### src/rtl/l1inv_seq.sv
`default_nettype none
// ============================================================================
//  Module   : l1inv_seq
//  Purpose  : L1 invalidation sequencer. Takes the primary and (for ifills)
//             secondary invalidation vectors produced by the L1 shadow
//             directory and turns them into CPX eviction/invalidation
//             packets. Each packet goes only to the CPUs whose L1 copies hit.
//             The block collects the per-CPU grants and signals completion
//             to the bridge FSM.
//  Revision : 1.0 - initial release
// ----------------------------------------------------------------------------
//  Ports
//    clk          in   1    system clock
//    reset        in   1    asynchronous, active-high reset
//    start        in   1    one-cycle pulse, directory vectors valid
//    dual         in   1    secondary vector present (ifill)
//    addr         in   8    line address bits [11:4]
//    inval_vect0  in   112  primary invalidation vector
//    inval_vect1  in   112  secondary invalidation vector
//    cpx_pkt      out  145  packet to the CPX mux (0 while no request)
//    cpx_req      out  2    per-CPU request, bit n = CPU n
//    cpx_grant    in   2    per-CPU grant, one-cycle pulse
//    busy         out  1    sequence in progress
//    done         out  1    one-cycle pulse, sequence complete
//    pkt_cnt      out  2    packets sent in the last sequence
//    err_overrun  out  1    sticky: start seen while not idle
//    err_timeout  out  1    sticky: grant wait reached TIMEOUT
// ============================================================================
module l1inv_seq #(
   parameter int TIMEOUT = 1023
) (
   input  logic           clk,
   input  logic           reset,
   input  logic           start,
   input  logic           dual,
   input  logic [7:0]     addr,
   input  logic [111:0]   inval_vect0,
   input  logic [111:0]   inval_vect1,
   output logic [144:0]   cpx_pkt,
   output logic [1:0]     cpx_req,
   input  logic [1:0]     cpx_grant,
   output logic           busy,
   output logic           done,
   output logic [1:0]     pkt_cnt,
   output logic           err_overrun,
   output logic           err_timeout
);

   // Directory bit positions holding the L1 copies of each CPU.
   localparam logic [111:0] CPU0_MASK = (112'd1 << 0)  | (112'd1 << 1)  |
                                        (112'd1 << 32) | (112'd1 << 56) |
                                        (112'd1 << 57) | (112'd1 << 88);
   localparam logic [111:0] CPU1_MASK = (112'd1 << 4)  | (112'd1 << 5)  |
                                        (112'd1 << 35) | (112'd1 << 60) |
                                        (112'd1 << 61) | (112'd1 << 91);
   localparam logic [9:0]   TO_LIMIT  = 10'(TIMEOUT);

   typedef enum logic [2:0] {
      S_IDLE  = 3'd0,
      S_CHK0  = 3'd1,
      S_WAIT0 = 3'd2,
      S_CHK1  = 3'd3,
      S_WAIT1 = 3'd4,
      S_FIN   = 3'd5
   } state_t;

   state_t         state, state_n;
   logic [111:0]   v0_l, v0_l_n;
   logic [111:0]   v1_l, v1_l_n;
   logic           dual_l, dual_l_n;
   logic [7:0]     addr_l, addr_l_n;
   logic [1:0]     req_q, req_n;
   logic [144:0]   pkt_q, pkt_n;
   logic [1:0]     cnt_q, cnt_n;
   logic [9:0]     tcnt_q, tcnt_n;
   logic           ovr_q, ovr_n;
   logic           tmo_q, tmo_n;

   // Per-CPU hit mask of a vector: bit n set when CPU n holds a copy.
   function automatic logic [1:0] hit_mask(input logic [111:0] v);
      hit_mask = {|(v & CPU1_MASK), |(v & CPU0_MASK)};
   endfunction

   function automatic logic [144:0] make_pkt(input logic [7:0]   a,
                                             input logic [111:0] v);
      make_pkt = {1'b1, 4'b0011, 12'd0, 8'd0, a, v};
   endfunction

   // ------------------------------------------------------------------------
   // State and datapath registers
   // ------------------------------------------------------------------------
   always_ff @(posedge clk or posedge reset) begin
      if (reset) begin
         state  <= S_IDLE;
         v0_l   <= '0;
         v1_l   <= '0;
         dual_l <= 1'b0;
         addr_l <= '0;
         req_q  <= '0;
         pkt_q  <= '0;
         cnt_q  <= '0;
         tcnt_q <= '0;
         ovr_q  <= 1'b0;
         tmo_q  <= 1'b0;
      end else begin
         state  <= state_n;
         v0_l   <= v0_l_n;
         v1_l   <= v1_l_n;
         dual_l <= dual_l_n;
         addr_l <= addr_l_n;
         req_q  <= req_n;
         pkt_q  <= pkt_n;
         cnt_q  <= cnt_n;
         tcnt_q <= tcnt_n;
         ovr_q  <= ovr_n;
         tmo_q  <= tmo_n;
      end
   end

   // ------------------------------------------------------------------------
   // Next-state and datapath logic
   // ------------------------------------------------------------------------
   logic [1:0] hm0, hm1, remaining;
   logic [9:0] tinc;

   always_comb begin
      state_n   = state;
      v0_l_n    = v0_l;
      v1_l_n    = v1_l;
      dual_l_n  = dual_l;
      addr_l_n  = addr_l;
      req_n     = req_q;
      pkt_n     = pkt_q;
      cnt_n     = cnt_q;
      tcnt_n    = tcnt_q;
      ovr_n     = ovr_q;
      tmo_n     = tmo_q;
      hm0       = hit_mask(v0_l);
      hm1       = hit_mask(v1_l);
      // Grants on bits that were never requested simply have no effect.
      remaining = req_q & ~cpx_grant;
      tinc      = tcnt_q + 10'd1;

      // A second start cannot be queued; it is dropped and flagged.
      if (start && (state != S_IDLE)) begin
         ovr_n = 1'b1;
      end

      case (state)
         S_IDLE: begin
            if (start) begin
               v0_l_n   = inval_vect0;
               v1_l_n   = inval_vect1;
               dual_l_n = dual;
               addr_l_n = addr;
               cnt_n    = 2'd0;
               state_n  = S_CHK0;
            end
         end

         S_CHK0: begin
            if (hm0 != 2'b00) begin
               req_n   = hm0;
               pkt_n   = make_pkt(addr_l, v0_l);
               tcnt_n  = 10'd0;
               state_n = S_WAIT0;
            end else begin
               state_n = S_CHK1;
            end
         end

         S_CHK1: begin
            if (dual_l && (hm1 != 2'b00)) begin
               req_n   = hm1;
               pkt_n   = make_pkt(addr_l, v1_l);
               tcnt_n  = 10'd0;
               state_n = S_WAIT1;
            end else begin
               state_n = S_FIN;
            end
         end

         S_WAIT0, S_WAIT1: begin
            // Completing grants win over a timeout on the same edge.
            if (remaining == 2'b00) begin
               req_n   = 2'b00;
               pkt_n   = '0;
               cnt_n   = cnt_q + 2'd1;
               tcnt_n  = 10'd0;
               state_n = (state == S_WAIT0) ? S_CHK1 : S_FIN;
            end else if (tinc == TO_LIMIT) begin
               // Abandon the packet: drop outstanding requests, not counted.
               tmo_n   = 1'b1;
               req_n   = 2'b00;
               pkt_n   = '0;
               tcnt_n  = 10'd0;
               state_n = (state == S_WAIT0) ? S_CHK1 : S_FIN;
            end else begin
               req_n  = remaining;
               tcnt_n = tinc;
            end
         end

         S_FIN: begin
            state_n = S_IDLE;
         end

         default: begin
            state_n = S_IDLE;
            req_n   = 2'b00;
            pkt_n   = '0;
            tcnt_n  = 10'd0;
         end
      endcase
   end

   // ------------------------------------------------------------------------
   // Outputs
   // ------------------------------------------------------------------------
   assign cpx_req     = req_q;
   assign cpx_pkt     = pkt_q;
   assign pkt_cnt     = cnt_q;
   assign err_overrun = ovr_q;
   assign err_timeout = tmo_q;
   assign done        = (state == S_FIN);
   assign busy        = (state == S_CHK0) || (state == S_WAIT0) ||
                        (state == S_CHK1) || (state == S_WAIT1);

endmodule
`default_nettype wire

### config.mk
export PLATFORM = sky130hd
export DESIGN_NAME = l1inv_seq
export DESIGN_NICKNAME = d
export VERILOG_FILES = /design/src/rtl/l1inv_seq.sv
export SDC_FILE = /design/constraint.sdc
export NUM_CORES = 1
export LEC_CHECK = 0
export ABC_CLOCK_PERIOD_IN_PS = 12750
export BUFFER_PORTS_ARGS = -buffer_cell sky130_fd_sc_hd__buf_2
export CAP_MARGIN = 15
export CORE_UTILIZATION = 49
export DETAILED_ROUTE_END_ITERATION = 10
export PLACE_DENSITY = 0.79
export SLEW_MARGIN = 0
export SYNTH_ARGS = -nofsm -noshare
export SYNTH_HDL_FRONTEND = slang
export SYNTH_SLANG_ARGS = --single-unit
### constraint.sdc
create_clock -name clk -period 12.75 [get_ports clk]
set_clock_uncertainty 0.1 [all_clocks]
set_input_delay 2.55 -clock clk [delete_from_list [all_inputs] [get_ports clk]]
set_output_delay 2.55 -clock clk [all_outputs]
set_load 0.005 [all_outputs]
### Yosys cells after proc, flatten, opt, wreduce, memory -nomap -nowiden

Cells that the tools add are included.

* bits in registers: 397
* bits of input ports: 238
* word-level logic and storage cells: 76

* $add $sub $neg: 2
* equality and inequality tests: 11
* multiplexer cells: 25
* bitwise gates (word level): 4
* reductions and logical operators: 23

Operators with widths (number)
* $mux W145: 4
* $pmux W145 S4: 1
* $mux W10: 4
* $pmux W10 S4: 1
* $reduce_or A6 Y1: 4
* $mux W2: 6
* $mux W3: 4
* $pmux W3 S4: 1
* $add A10 B1 Y10 const B: 1
* $eq A10 B10 Y1 const B: 1
* $reduce_and A3 Y1: 3
* $ne A2 B2 Y1 const B: 4
* $pmux W2 S4: 1
* $eq A3 B2 Y1 const B: 2
* $eq A3 B3 Y1 const B: 2
* $reduce_bool A2 Y1: 3
* $pmux W2 S2: 1
* $reduce_and A2 Y1: 2
* $reduce_and A4 Y1: 1
* $reduce_or A2 Y1: 2
* $eq A3 B1 Y1 const B: 1
* $logic_not A3 Y1: 1
* $logic_or A1 B1 Y1: 3
* $ne A3 B3 Y1 const B: 1
* 8 further kinds: 11

### Logic depth before layout (Yosys ltp)

* depth in word-level cells: 5
* depth in mapped cells: 9

### Worst setup path before layout

No wires, ideal clock.

* kind: input to register
* from: input cpx_grant[0]
* to: register pkt_q[0] (netlist: cpx_pkt[0])
* library setup time: 127 ps
* data arrival time: 3836 ps
* required time: 12523 ps
* setup slack: 8686 ps
* stages: 7
* cells stage by stage: inv_1 a22oi_1 nor2_1 a21oi_4 buf_8 buf_8 mux2_1

* cells in the longest elaborated chain, start to end: 5

Ends and longest elaborated chain
* start, declared: line 41 `input logic [1:0] cpx_grant,`
* $not A2 Y2 (*): line 141 `remaining = req_q & ~cpx_grant;`
* $and A2 B2 Y2 (*): line 141
* $logic_not A2 Y1 (*): line 185 `if (remaining == 2'b00) begin`
* $ne A3 B3 Y1 (no line) or $mux W145 (tied branches)
* $reduce_and A4 Y1 (no line) or $pmux W145 S4 (tied branches)
* end signal, assigned: line 112 `pkt_q <= pkt_n;`
* end, declared: line 73 `logic [144:0] pkt_q, pkt_n;`

Mark *: on every way between the ends. The rest lies on a longest branch, timed or not.
A chain may end at the register's enable or synchronous reset.

### Final worst setup path

* from: input cpx_grant[0]
* to: register pkt_q[88] (netlist: cpx_pkt[88])

Same word-level chain as after synthesis.

==> results.md <==
* Design Area, Final at 19600 sq um
* Core Region at around 33000 sq um
* Nets at approximately 1800
* Avg Cell Area, Syn at around 14 sq um
* Slew Viols, Final at 0
* Initial antenna violation count at 13
* Hold WC Path Type: flop to flop
* Area grow syn2layout at 20.9%
* Clock transition at the registers of the reported paths at ~0.06 ns
* Final setup violation count at 0
* WP data arrival at a little over 6 ns
* Reg2reg path depth at 7
* Synth top area share at between 50 and 60%
* Main flop type after synthesis: dfrtp_1
* EDFF count, synth at 0
* Syn Inst Count at about 1200
* Top sig layer: met5
* Post-route ant nets at 0
* Share of layout cells above drive strength 1 at a little under half
* Resize count post-CTS at 0
* Register area share after synthesis at 57.7%
* Critical Path, Cell by Cell: buf_2 -> inv_1 -> a22oi_1 -> nor2_1 -> a21oi_4 -> buf_4 -> buf_4 -> mux2_2
* DR iter-0 viols at approximately 450
* Area contributors post-synth: dfrtp_1 58%, mux2_2 18%, mux2i_1 7.6%, mux2_1 5.6%, nor2_1 2.9%
* Clk root buf: clkbuf_16
* Final period utilization at between 40% and 50%
* Leak at between 9 and 10 nW
* Worst-Skew Late Latency at approximately 0.53 ns
* Synthesis warning total at 0
* Final WL at approximately 37 mm
* Hold Violations, Final at 0
* Post-route setup TNS at 0 ns
* Post-CTS Setup Bufs at 0
* Fillers at around 2700
* Count leader, synth: dfrtp_1
* Grt ovf at 0
* Worst Tran Pin Value at about 1.3 ns
* H-tree depth at 2
* First-pass GRT wire length at between 50 and 60 mm
* Layout Cells excl Fill at just over 2000
* Power Dens Cells at approximately 250 nW/um^2
* CTS Hold Buffers Added at 0
* CTS tree: yes
* Gr usage total at ~22%
* Die ar. at 33800 sq um
* Vias per cell at between 5 and 6
* Distinct cells, synth at 42
* Final core utilization at between 60% and 70%
* Total CTS buffers at 40
* Row Count at 66
* Crit path largest cell delay at roughly 0.79 ns
* WS Path Type: primary input to flop
* Detail Placement HPWL at roughly 25 mm
* Slew HR at around 14%
* Synthesis-stage register bit count at between 300 and 400
* Drt wl/cell at roughly 18 um
* Synth area leader: dfrtp_1
* Residual DRC count at 0
* Max cap viols at 0
* Post-Place Cells at between 1500 and 2000
* Crit path time final at 5.79 ns
* Input/output buffers at around 370
* Largest net degree at the start of global routing at roughly 170
* Synthesized area at 16200 sq um
* Outcome: finished, final reports clean
* Sink Count at 373
* CP Launch Type: primary input
* Commonest cells post-synth: 373 x dfrtp_1, 264 x mux2_2, 127 x nor2_1
* CP dominant cell by count: buf_4
* Metal2 WL at 17.5 mm
* RSZ-0062 raised after global routing: false
* Max Clk Rate at around 0.17 GHz
* I/O pin cnt at approximately 390
* Crit path capture type: flop
* Peak supply drop at 0.155 mV
* Initial Util at slightly below 50%
* DR WL met3 at between 2 and 2.5 mm
* TritonRoute pass-1 iters at 4
* Die height at between 150 and 200 um
* Via Count at between 10000 and 15000
* Hold Worst Slack at between 0.3 and 0.4 ns
* Worst Path Required at about 13 ns
* Post-DP Area at 18200 sq um
* Fraction of registers with async set/reset at between 90% and 100%
* Gp weighted congestion at roughly 0.8
* Slowest CP cell: buf_4
* CP max FO at 60
* Clock Tree Buf Depth at 3
* Die X at approximately 180 um
* Number of global-route vias before repair at approximately 11000
* M1 wire length at about 15 mm
* Worst hold path stage count at 1
-- where the power goes --
| part | internal, mW | total (mW) | switching, mW |
|---|---|---|---|
| combinational | 0.968 | 1.81 | 0.840 |
| sequential | 1.70 | 2.01 | 0.308 |
| clock | 0.695 | 1.16 | 0.461 |
| total | 3.36 | 4.97 | 1.61 |
-- layer usage --
| layer | track usage, % | up-vias |
|---|---|---|
| met1 | 27.1 | 5211 |
| met2 | 36.0 | 305 |
| met5 | 0 | - |
| met4 | 10.5 | 4 |
| met3 | 5.84 | 97 |
| li1 | - | 4802 |
-- kinds of logic (layout without fill, tap and decap cells) --
logic type | count (synthesis) | in the layout | share of synthesized area, %
muxes | 468 | 468 | 31.6
xor gates and xnor gates | 5 | 5 | 0.271
AOI/OAI and AO/OA | 39 | 39 | 1.66
adders and majority gates | 2 | 2 | 0.155
other | 1 | 34 | 0.0232
and+or+nand+nor | 183 | 183 | 4.69
buffers and inverters | 115 | 471 | 3.90
DFF | 373 | 373 | 57.7
-- worst paths after layout --
path,startpoint,endpoint,slack (ns)
worst min-delay path,cpx_pkt[19],cpx_pkt[19],0.38
min in group asynchronous,reset,v1_l[78],1.96
worst max register to register,state[0],cpx_pkt[88],7.95
worst min register to register,cpx_pkt[19],cpx_pkt[19],0.38
worst max-delay path,cpx_grant[0],cpx_pkt[88],6.96
max in group asynchronous,reset,v0_l[15],8.39
-- cell usage in the layout, fill, tap and decap left out, types with 2 or more instances in the layout --
| cell | synthesis | layout |
|---|---|---|
| a22o_1 | 3 | 3 |
| nor4_1 | 5 | 5 |
| clkbuf_1 | 29 | 12 |
| clkinv_2 | 0 | 5 |
| mux2_2 | 264 | 264 |
| a21oi_1 | 5 | 5 |
| nand2_1 | 26 | 26 |
| xor2_1 | 2 | 2 |
| a31o_2 | 3 | 3 |
| buf_2 | 22 | 368 |
| inv_1 | 20 | 19 |
| nor3_1 | 2 | 2 |
| o22ai_1 | 3 | 3 |
| o21ai_0 | 10 | 10 |
| clkinvlp_4 | 0 | 3 |
| dfrtp_1 | 373 | 372 |
| clkbuf_16 | 0 | 41 |
| o211ai_1 | 2 | 2 |
| bufinv_16 | 0 | 3 |
| nand4_1 | 4 | 4 |
| clkbuf_8 | 0 | 7 |
| ha_1 | 2 | 2 |
| buf_4 | 24 | 10 |
| conb_1 | 1 | 22 |
| a31oi_1 | 4 | 4 |
| nand2b_1 | 3 | 2 |
| mux2i_1 | 123 | 123 |
| xnor2_1 | 3 | 3 |
| inv_6 | 0 | 2 |
| mux2_1 | 81 | 81 |
| nand3_1 | 10 | 10 |
| diode_2 | 0 | 12 |
| a21o_1 | 2 | 2 |
| nor2_1 | 127 | 127 |
-- stage by stage --
| step | worst slack (ns) | power, mW |
|---|---|---|
| 6_report | 6.96 | 4.97 |
| 5_1_grt | 6.72 | 5.29 |
| 4_1_cts | 7.02 | 5.03 |
| 3_5_place_dp | 6.47 | 3.86 |
| 3_3_place_gp | 6.52 | 3.76 |
| 2_1_floorplan | 5.09 | 3.41 |
-- critical path: cells and delay by family --
| family | cells | cell delay, ns |
|---|---|---|
| and+or+nand+nor | 1 | 0.30 |
| AOI/OAI and AO/OA | 2 | 1.18 |
| buffers and inverters | 4 | 1.53 |
| muxes | 1 | 0.39 |
-- final cells by class --
type	count	area, sq um	area share (%)
Timing Repair Buffer	379	1940	9.90
Multi-Input combinational cell	719	6310	32.2
Clock inverter	12	148	0.755
Clock buffer	60	1170	5.97
Inverter	20	78.8	0.403
Tap cell	442	553	2.83
Sequential cell	373	9340	47.7
Antenna cell	12	30.0	0.154
-- state kept, by name, summed over array words and instances, names as in the netlist --
name         cells
cpx_pkt        121
v0_l           112
v1_l           112
tcnt_q          10
addr_l           8
state            3
cpx_req          2
pkt_cnt          2
dual_l           1
err_overrun      1
err_timeout      1
(Power assumes the default switching activity.)
